`src/rtl/seq_stim_tx_if.sv`:
```
// Bit-stream stimulus interface between a serial transmitter and its controller/consumer.
//   master : the transmitter (seq_stim_tx); drives dout, dout_vld, busy, done and
//            receives start, abort, en, pat, pat_len, rep.
//   slave  : the controlling/consuming side; drives the requests, observes the stream.
// Optional macro SEQ_STIM_TX_PRBS_EN adds the prbs_mode request signal.
interface seq_stim_tx_if #(
   parameter int unsigned PAT_W = 8,
   parameter int unsigned LEN_W = 4,
   parameter int unsigned REP_W = 4
);
   logic             start;
   logic             abort;
   logic             en;
   logic [PAT_W-1:0] pat;
   logic [LEN_W-1:0] pat_len;
   logic [REP_W-1:0] rep;
`ifdef SEQ_STIM_TX_PRBS_EN
   logic             prbs_mode;
`endif
   logic             dout;
   logic             dout_vld;
   logic             busy;
   logic             done;

   modport master (
      input  start, abort, en, pat, pat_len, rep,
`ifdef SEQ_STIM_TX_PRBS_EN
      input  prbs_mode,
`endif
      output dout, dout_vld, busy, done
   );

   modport slave (
      output start, abort, en, pat, pat_len, rep,
`ifdef SEQ_STIM_TX_PRBS_EN
      output prbs_mode,
`endif
      input  dout, dout_vld, busy, done
   );
endinterface

```
`src/rtl/seq_stim_tx.sv`:
```
// Serial stimulus transmitter: replays a latched bit pattern MSB first, one bit per enabled
// cycle, rep+1 times back to back, then pulses done.
// Ports:
//   clk    : clock
//   rst_n  : asynchronous active-low reset
//   bus    : seq_stim_tx_if master modport
//            in : start, abort, en, pat, pat_len, rep (prbs_mode with the macro)
//            out: dout, dout_vld, busy, done (all registered)
// Optional macro SEQ_STIM_TX_PRBS_EN: adds prbs_mode; when set at start, bits come from a
// PRBS7 LFSR (x^7+x^6+1) seeded 7'h7F instead of the pattern.
module seq_stim_tx #(
   parameter int unsigned PAT_W = 8,
   parameter int unsigned LEN_W = 4,
   parameter int unsigned REP_W = 4
) (
   input logic           clk,
   input logic           rst_n,
   seq_stim_tx_if.master bus
);

   typedef enum logic [1:0] {StIdle, StSend, StDone} state_e;

   state_e           state_q, state_d;
   logic [PAT_W-1:0] pat_q, pat_d;
   logic [LEN_W-1:0] len_q, len_d;
   logic [LEN_W-1:0] idx_q, idx_d;
   logic [REP_W-1:0] rep_q, rep_d;
   logic             fin_q, fin_d;   // every bit of every repetition has been presented
   logic             dout_q, dout_d;
   logic             vld_q, vld_d;
   logic             busy_q, busy_d;
   logic             done_q, done_d;

   logic [LEN_W-1:0] len_eff;
   logic             accept;
   logic             advance;
   logic             pat_bit;
   logic             tx_bit;

`ifdef SEQ_STIM_TX_PRBS_EN
   logic       prbs_q, prbs_d;
   logic [6:0] lfsr_q, lfsr_d;
`endif

   // Out-of-range lengths fall back to the full pattern width.
   always_comb begin
      if (bus.pat_len == '0 || 32'(bus.pat_len) > PAT_W) begin
         len_eff = LEN_W'(PAT_W);
      end else begin
         len_eff = bus.pat_len;
      end
   end

   assign accept  = (state_q == StIdle) && bus.start && !bus.abort;
   assign advance = (state_q == StSend) && bus.en && !bus.abort && !fin_q;
   assign pat_bit = |(pat_q & (PAT_W'(1) << idx_q));

`ifdef SEQ_STIM_TX_PRBS_EN
   assign tx_bit = prbs_q ? lfsr_q[6] : pat_bit;
`else
   assign tx_bit = pat_bit;
`endif

   // State and datapath registers
   always_ff @(posedge clk or negedge rst_n) begin
      if (!rst_n) begin
         state_q <= StIdle;
         pat_q   <= '0;
         len_q   <= '0;
         idx_q   <= '0;
         rep_q   <= '0;
         fin_q   <= 1'b0;
         dout_q  <= 1'b0;
         vld_q   <= 1'b0;
         busy_q  <= 1'b0;
         done_q  <= 1'b0;
`ifdef SEQ_STIM_TX_PRBS_EN
         prbs_q  <= 1'b0;
         lfsr_q  <= '0;
`endif
      end else begin
         state_q <= state_d;
         pat_q   <= pat_d;
         len_q   <= len_d;
         idx_q   <= idx_d;
         rep_q   <= rep_d;
         fin_q   <= fin_d;
         dout_q  <= dout_d;
         vld_q   <= vld_d;
         busy_q  <= busy_d;
         done_q  <= done_d;
`ifdef SEQ_STIM_TX_PRBS_EN
         prbs_q  <= prbs_d;
         lfsr_q  <= lfsr_d;
`endif
      end
   end

   // Next state and bit/repeat bookkeeping
   always_comb begin
      state_d = state_q;
      pat_d   = pat_q;
      len_d   = len_q;
      idx_d   = idx_q;
      rep_d   = rep_q;
      fin_d   = fin_q;
`ifdef SEQ_STIM_TX_PRBS_EN
      prbs_d  = prbs_q;
      lfsr_d  = lfsr_q;
`endif

      unique case (state_q)
         StIdle: if (accept) state_d = StSend;
         StSend: begin
            if (bus.abort) begin
               state_d = StIdle;
            end else if (bus.en && fin_q) begin
               state_d = StDone;
            end
         end
         StDone:  state_d = StIdle;
         default: state_d = StIdle;
      endcase

      if (accept) begin
         pat_d  = bus.pat;
         len_d  = len_eff;
         idx_d  = len_eff - LEN_W'(1);
         rep_d  = bus.rep;
         fin_d  = 1'b0;
`ifdef SEQ_STIM_TX_PRBS_EN
         prbs_d = bus.prbs_mode;
         lfsr_d = 7'h7F;
`endif
      end else if (advance) begin
         // Bit 0 just went out: wrap for another repetition or mark the transfer finished.
         if (idx_q == '0) begin
            if (rep_q == '0) begin
               fin_d = 1'b1;
            end else begin
               rep_d = rep_q - REP_W'(1);
               idx_d = len_q - LEN_W'(1);
            end
         end else begin
            idx_d = idx_q - LEN_W'(1);
         end
`ifdef SEQ_STIM_TX_PRBS_EN
         lfsr_d = {lfsr_q[5:0], lfsr_q[6] ^ lfsr_q[5]};
`endif
      end
   end

   // Registered outputs, decoded from the upcoming state
   always_comb begin
      dout_d = dout_q;
      vld_d  = 1'b0;
      busy_d = 1'b0;
      done_d = 1'b0;
      unique case (state_d)
         StIdle: dout_d = 1'b0;
         StSend: begin
            busy_d = 1'b1;
            if (advance) begin
               dout_d = tx_bit;
               vld_d  = 1'b1;
            end
         end
         StDone: begin
            busy_d = 1'b1;
            done_d = 1'b1;
            dout_d = 1'b0;
         end
         default: dout_d = 1'b0;
      endcase
   end

   assign bus.dout     = dout_q;
   assign bus.dout_vld = vld_q;
   assign bus.busy     = busy_q;
   assign bus.done     = done_q;

endmodule

```
`src/flat_wrapper.sv`:
```
// flat-port wrapper written by rule: the top's interface ports become plain ports
module seq_stim_tx_flat 
#(
   parameter int unsigned PAT_W = 8,
   parameter int unsigned LEN_W = 4,
   parameter int unsigned REP_W = 4
)
  (clk, rst_n, bus_start, bus_abort, bus_en, bus_pat, bus_pat_len, bus_rep, bus_dout, bus_dout_vld, bus_busy, bus_done);
  seq_stim_tx_if #(.PAT_W(PAT_W), .LEN_W(LEN_W), .REP_W(REP_W)) bus_i ();
  input logic clk;
  input logic rst_n;
  input wire logic [$bits(bus_i.start)-1:0] bus_start;
  input wire logic [$bits(bus_i.abort)-1:0] bus_abort;
  input wire logic [$bits(bus_i.en)-1:0] bus_en;
  input wire logic [$bits(bus_i.pat)-1:0] bus_pat;
  input wire logic [$bits(bus_i.pat_len)-1:0] bus_pat_len;
  input wire logic [$bits(bus_i.rep)-1:0] bus_rep;
  output wire logic [$bits(bus_i.dout)-1:0] bus_dout;
  output wire logic [$bits(bus_i.dout_vld)-1:0] bus_dout_vld;
  output wire logic [$bits(bus_i.busy)-1:0] bus_busy;
  output wire logic [$bits(bus_i.done)-1:0] bus_done;
  assign bus_i.start = bus_start;
  assign bus_i.abort = bus_abort;
  assign bus_i.en = bus_en;
  assign bus_i.pat = bus_pat;
  assign bus_i.pat_len = bus_pat_len;
  assign bus_i.rep = bus_rep;
  assign bus_dout = bus_i.dout;
  assign bus_dout_vld = bus_i.dout_vld;
  assign bus_busy = bus_i.busy;
  assign bus_done = bus_i.done;
  seq_stim_tx #(.PAT_W(PAT_W), .LEN_W(LEN_W), .REP_W(REP_W)) u_core (.clk(clk), .rst_n(rst_n), .bus(bus_i));
endmodule
```
`config.mk`:
```
export PLATFORM = sky130hd
export DESIGN_NAME = seq_stim_tx_flat
export DESIGN_NICKNAME = d
export VERILOG_FILES = /design/src/rtl/seq_stim_tx_if.sv /design/src/rtl/seq_stim_tx.sv /design/src/flat_wrapper.sv
export SDC_FILE = /design/constraint.sdc
export NUM_CORES = 1
export LEC_CHECK = 0
export ABC_AREA = 1
export CAP_MARGIN = 10
export CORE_MARGIN = 2
export CORE_UTILIZATION = 50
export DETAILED_ROUTE_END_ITERATION = 8
export PLACE_DENSITY = 0.76
export SLEW_MARGIN = 20
export SYNTH_ARGS = -nofsm -noshare
export SYNTH_HDL_FRONTEND = slang
export SYNTH_SLANG_ARGS = --single-unit
```
`constraint.sdc`:
```
create_clock -name clk -period 2.05 [get_ports clk]
set_input_delay 0.41 -clock clk [delete_from_list [all_inputs] [get_ports clk]]
set_output_delay 0.41 -clock clk [all_outputs]
set_load 0.03 [all_outputs]
```
==> summary.md, run 1 <==
| Metric | Value |
|---|---|
| Via count | `approximately 1,300` |
| CP Capture Type | `output port` |
| Max_slew headroom | `0.763` |
| Postcts setup bufs | `0` |
| Clock-pin slew on the worst setup and hold paths | `approximately 0.14 ns` |
| Area grow syn2layout | `25.3%` |
| Clock root buffer | `clkbuf_4` |
| Die area | `0.00331 sq mm` |
| Number of synthesized flops with an enable pin | `0` |
| Setup CP Type | `reg2out` |
| Residual DRC | `0` |
| Xor and xnor area share after synthesis | `0.00612` |
| Final Critical Period | `roughly 1.8 ns` |
| Sink Count | `27` |
| Mapped cell area | `0.00143 sq mm` |
| Io pins | `25` |
| DP Cell Count | `approximately 240` |
| Gr ovfl total | `0` |
| Nets | `between 200 and 250` |
| CP Cell Sequence | `clkdlybuf4s50_1` |
| Post_cts resized | `0` |
| Post-DP HPWL | `between 2 and 2.5 mm` |
| Fill cells | `roughly 230` |
| Antenna cell count | `0` |
| Synth top cells by count | `53 x nand2_1, 27 x dfrtp_1, 23 x inv_1` |
| Critical path depth in cells | `1` |
| CTS tree | `yes` |
| Max cap viols | `0` |
| Row Count | `19` |
| Synth async-reset ratio | `1.00` |
| Crit path DAT | `~1.4 ns` |
| Fin. Hold Viols | `0` |
| Max Transition Viols Final | `0` |
| Top post-synthesis cells by area | `dfrtp_1 47%, nand2_1 14%, inv_1 6.0%` |
| Worst path slowest cell | `clkdlybuf4s50_1` |
| Max rail drop VDD | `around 0.76 mV` |
| Largest family of logic cells by synthesized area | `simple AND/OR/NAND/NOR gates` |
| FF-to-FF setup slack | `0.39 ns` |
| Critical Path Start | `u_core.bus.dout` |
| Mapped Cells | `between 150 and 200` |
| Core ar. | `approximately 0.0027 sq mm` |
| Reg-to-reg startpoint | `u_core.state_q[1]` |
| Number of global-route vias before repair | `approximately 1,200` |
| Mux contribution to synthesized area | `0` |
| Final wirelength | `around 3.1 mm` |
| H-tree level count | `1` |
| DIE HEIGHT | `about 58 um` |
| Pwr per Cell Area | `roughly 930 mW/mm^2` |
| Vias per cell | `approximately 5.2` |
| Syn. warnings | `0` |
| Mapped Nets | `between 200 and 250` |
| Gr usage total | `0.212` |
| Antenna viol nets, final | `0` |
| Worst hold path class | `in2async` |
| Placer Congestion | `roughly 0.8` |
| Largest net degree at the start of global routing | `28` |
| Final clock skew | `between 0.008 and 0.009 ns` |
| Top_reg_cell synth | `dfrtp_1` |
| F_max | `between 0.5 and 0.6 GHz` |
| Slowest cell delay on critical path | `0.67 ns` |
| Startpoint types | `flip-flop` |
| Delay-heaviest family, CP | `buffers and inverters` |
| Share of the synthesized area in the top cell type | `0.472` |
| Post-CTS Hold Buffers | `0` |
| Period utilization | `0.870` |
| Setup TNS | `0 ns` |
| LEAKAGE | `around 0.92 nW` |
| Most common cell in the netlist | `nand2_1` |
| Buf/Inv on CP | `1` |
| #FFs+latches synth | `27` |
| Die Wd | `about 58 um` |
| RSZ-0062 raised after global routing | `no` |
| Antenna violations before repair | `0` |
| Avg WL per Cell | `12.5 um` |
| Max Buffers Root-to-Sink | `2` |
| Average cell area after synthesis | `7.95 sq um` |
| Compound-Gate Fraction of Synth Area | `0.0988` |
| Slew @ Worst Pin | `~0.36 ns` |
| Total power draw | `approximately 1.7 mW` |
| Worst EP required | `between 1.5 and 2 ns` |
| 1st-iter DRT viols | `61` |
| Router iterations before antenna repair | `4` |
| Initial core utilization | `0.524` |
| Critical R2R Capture | `u_core.bus.dout` |
| Synth unique cells | `25` |
| Crit-path max FO | `2` |
| Sequential area share after synthesis | `0.472` |
| First-pass GRT wire length | `5.39 mm` |
| Layout cells sized above 1 | `0.144` |
| Fin cells | `246` |
| Post-synthesis simple-gate area fraction | `0.304` |
| Outcome | `completed` |
| Port Buffers | `24` |
| TritonCTS Buffers | `3` |
| Adder-Cell Fraction of Synth Area | `0.0350` |
| Synth area leader | `dfrtp_1` |
| R2R cell count | `8` |
| Final setup vio count | `0` |
| Clk Latency, worst-skew pair | `approximately 0.33 ns` |
[sequential cells by signal (all words and copies together) (netlist names)]
name and count:
u_core.rep_q 4, u_core.state_q 2, u_core.bus.busy 1, u_core.bus.dout_vld 1, u_core.len_q 4, u_core.pat_q 8, u_core.fin_q 1, u_core.bus.done 1
u_core.bus.dout 1, u_core.idx_q 4
[worst reg2reg max path: stages (launching register included)]
cell and delay, ns:
dfrtp_1 0.41, nor2_2 0.21, nand2_2 0.16, o21ai_0 0.16, ha_1 0.23, inv_1 0.05
nor2_1 0.16, o2111ai_1 0.15, nand2_1 0.09
[metrics by stage]
step / hold WS (ns) / cell area [sq um] / util / worst slack (ns)
2_1_floorplan: 0.114 / 1430 / - / 0.375
3_3_place_gp: 0.455 / 1770 / 0.646 / 0.0287
3_5_place_dp: 0.460 / 1770 / 0.646 / -0.0262
4_1_cts: 0.433 / 1790 / 0.656 / 0.253
5_1_grt: 0.459 / 1790 / 0.656 / 0.134
6_report: 0.423 / 1790 / 0.656 / 0.267
[report_power, final]
part | internal [mW] | switching, mW
Sequential | 0.657 | 0.132
Clock | 0.0734 | 0.157
Combinational | 0.287 | 0.371
Total | 1.02 | 0.660
[area by class of cell]
cell class	count	area, sq um	share of cell area
Inverter	25	93.8	0.0523
Clock inverter	1	5.00	0.00279
Clock buffer	3	22.5	0.0126
Tap cell	31	38.8	0.0216
Sequential cell	27	676	0.377
Timing Repair Buffer	35	323	0.180
Multi-Input combinational cell	124	636	0.354
[how the worst max path moves through the flow]
stage | slack (ns) | end
floorplan | 0.38 | u_core.bus.dout
global placement | 0.03 | u_core.idx_q[3]
detailed placement | -0.03 | u_core.idx_q[3]
CTS | 0.25 | bus_dout
global route | 0.13 | u_core.idx_q[1]
finish | 0.27 | bus_dout
[cells by family (layout without fill, tap and decap cells)]
family | Yosys count | after routing
flops | 27 | 27
xor+xnor | 1 | 1
fa+ha+maj | 4 | 4
simple gates | 97 | 97
compound gates | 22 | 22
buf+inv | 29 | 64
[metal layers]
layer | track usage | wire length (um) | share of wire | vias up
met3 | 0.0363 | 182 | 0.059 | 4
met2 | 0.323 | 1430 | 0.46 | 32
met4 | 0.0698 | 46 | 0.015 | 0
met1 | 0.309 | 1420 | 0.46 | 599
li1 | - | - | - | 632
met5 | 0 | 0 | 0 | -
[cells in the final DEF (no fill, tap or decap), types with 4 or more instances in the layout]
master | synthesis | routed
clkdlybuf4s50_1 | 0 | 24
nand2_2 | 6 | 6
ha_1 | 4 | 4
buf_4 | 0 | 11
inv_1 | 23 | 23
nor2_1 | 14 | 14
nand2_1 | 53 | 53
dfrtp_1 | 27 | 27
o21ai_0 | 10 | 10
nand3_1 | 14 | 14
(Power assumes the default switching activity.)
==> run 2, diff against run 1 <==
--- a/config.mk
+++ b/config.mk
@@ -11,2 +11,3 @@
 export CORE_UTILIZATION = 50
+export CTS_CLUSTER_SIZE = 25
 export DETAILED_ROUTE_END_ITERATION = 8
@@ -17 +18,2 @@
 export SYNTH_SLANG_ARGS = --single-unit
+export TNS_END_PERCENT = 1
==> constraint.sdc (replaced) <==
create_clock -name clk -period 2.05 [get_ports clk]
set_input_delay 0.205 -clock clk [delete_from_list [all_inputs] [get_ports clk]]
set_output_delay 0.205 -clock clk [all_outputs]
set_load 0.03 [all_outputs]
==> summary.md, run 2 (synthesis results as in run 1) <==
| Metric | Value |
|---|---|
| Pre-CTS WS | `~0.049 ns` |
| LEAKAGE | `approximately 0.89 nW` |
| Clk Latency, worst-skew pair | `0.33 ns` |
| Max Buffers Root-to-Sink | `2` |
| Setup CP Type | `reg2reg` |
| 1st-iter DRT viols | `49` |
| Startpoint types | `flip-flop` |
| Placer Congestion | `a little under 0.8` |
| Avg WL per Cell | `between 10 and 15 um` |
| Sink Count | `27` |
| Final setup margin | `about 0.34 ns` |
| Crit path DAT | `a little under 2 ns` |
| Most frequent cells in the layout | `53 x nand2_1, 27 x dfrtp_1, 24 x clkdlybuf4s50_1, 23 x inv_1` |
| Via count | `1,251` |
| Vias per cell | `5.21` |
| Setup TNS | `0 ns` |
| Max rail drop VDD | `0.804 mV` |
| Initial core utilization | `0.524` |
| Worst EP required | `~2.3 ns` |
| Max Transition Viols Final | `0` |
| Layout cells sized above 1 | `0.120` |
| DIE HEIGHT | `around 58 um` |
| Fin cells | `240` |
| Gr usage total | `0.214` |
| Crit-path max FO | `8` |
| Outcome | `completed` |
| DP Cell Count | `236` |
| RSZ-0062 raised after global routing | `no` |
| Final clock skew | `0.00416 ns` |
| Fill cells | `about 240` |
| Residual DRC | `0` |
| First-pass GRT wire length | `roughly 5.5 mm` |
| Row Count | `19` |
| Nets | `between 200 and 250` |
| Post_cts resized | `0` |
| CTS tree | `yes` |
| Worst hold path class | `in2async` |
| Postcts setup bufs | `0` |
| Pwr per Cell Area | `949 mW/mm^2` |
| Largest net degree at the start of global routing | `28` |
| Post-CTS Hold Buffers | `0` |
| Final Critical Period | `~1.7 ns` |
| TritonCTS Buffers | `3` |
| Final wirelength | `3.14 mm` |
| Area grow syn2layout | `22.2%` |
| Io pins | `25` |
| Antenna violations before repair | `0` |
| CP Capture Type | `flip-flop` |
| Antenna cell count | `0` |
| Router iterations before antenna repair | `4` |
| Largest register FFs | `8` |
| Port Buffers | `24` |
| H-tree level count | `1` |
| Final setup vio count | `0` |
| Die Wd | `about 58 um` |
| Clock-pin slew on the worst setup and hold paths | `0.15 ns` |
| Fin Hold WS | `roughly 0.23 ns` |
| Gr ovfl total | `0` |
| Core ar. | `about 0.0027 sq mm` |
| FF-to-FF setup slack | `roughly 0.34 ns` |
| Post-DP HPWL | `2.34 mm` |
| Clock root buffer | `clkbuf_4` |
| Antenna viol nets, final | `0` |
| Number of global-route vias before repair | `1,250` |
| Max_slew headroom | `0.768` |
| Fin. Hold Viols | `0` |
| Max cap viols | `0` |
| Largest register by flop count | `u_core.pat_q` |
| Total power draw | `1.66 mW` |
| Die area | `0.00331 sq mm` |
| Slew @ Worst Pin | `approximately 0.35 ns` |
| Period utilization | `0.835` |
| F_max | `between 0.5 and 0.6 GHz` |
| Leading cell type in the layout, fill and taps excluded | `nand2_1` |
run 2: cell count changes in the layout (fill, tap and decap cells not counted), sizes merged:
cell,change
buf,-6
run 2: where the power goes:
| part | internal (mW) | switching [mW] | total [mW] |
|---|---|---|---|
| clock network | 0.0732 | 0.163 | 0.236 |
| registers | 0.657 | 0.131 | 0.787 |
| logic | 0.265 | 0.372 | 0.637 |
run 2: through the flow:
step | area (sq um) | utilization
finish | 1750 | 0.640
global route | 1750 | 0.640
CTS | 1750 | 0.640
detailed placement | 1720 | 0.630
global placement | 1720 | 0.630
floorplan | 1430 | -
run 2: path summary, 6_finish.rpt:
path / cells past startpoint / start / to
max: 8 / u_core.state_q[1] / u_core.idx_q[2]
min: 2 / rst_n / u_core.bus.dout_vld
max reg2reg: 8 / u_core.state_q[1] / u_core.idx_q[2]
min reg2reg: 2 / u_core.len_q[2] / u_core.len_q[2]
max in group asynchronous: 2 / rst_n / u_core.len_q[3]
min in group clk: 3 / bus_pat[1] / u_core.pat_q[1]
run 2: per-layer routing:
layer	track usage	vias to the layer above	routed length, um
li1	-	621	-
met1	0.279	594	1380
met2	0.378	34	1550
met3	0.0385	2	186
met4	0.0299	0	11
met5	0	-	0
run 2: layout make-up:
cell class,count,area (sq um),area share
sequential,27,676,0.386
multi-input combinational,124,636,0.363
timing repair buffer,29,278,0.159
inverter,25,93.8,0.0536
tap,31,38.8,0.0222
clock buffer,3,22.5,0.0129
clock inverter,1,5.00,0.00286
run 2: worst max-delay path, cell delays in order, from the launching register on:
cell and delay (ns):
dfrtp_1 0.42, nor2_2 0.21, nand2_2 0.16, nand2_1 0.12, nor2_1 0.05, nor2_1 0.23, ha_1 0.23, xor2_1 0.14
o21ai_1 0.07
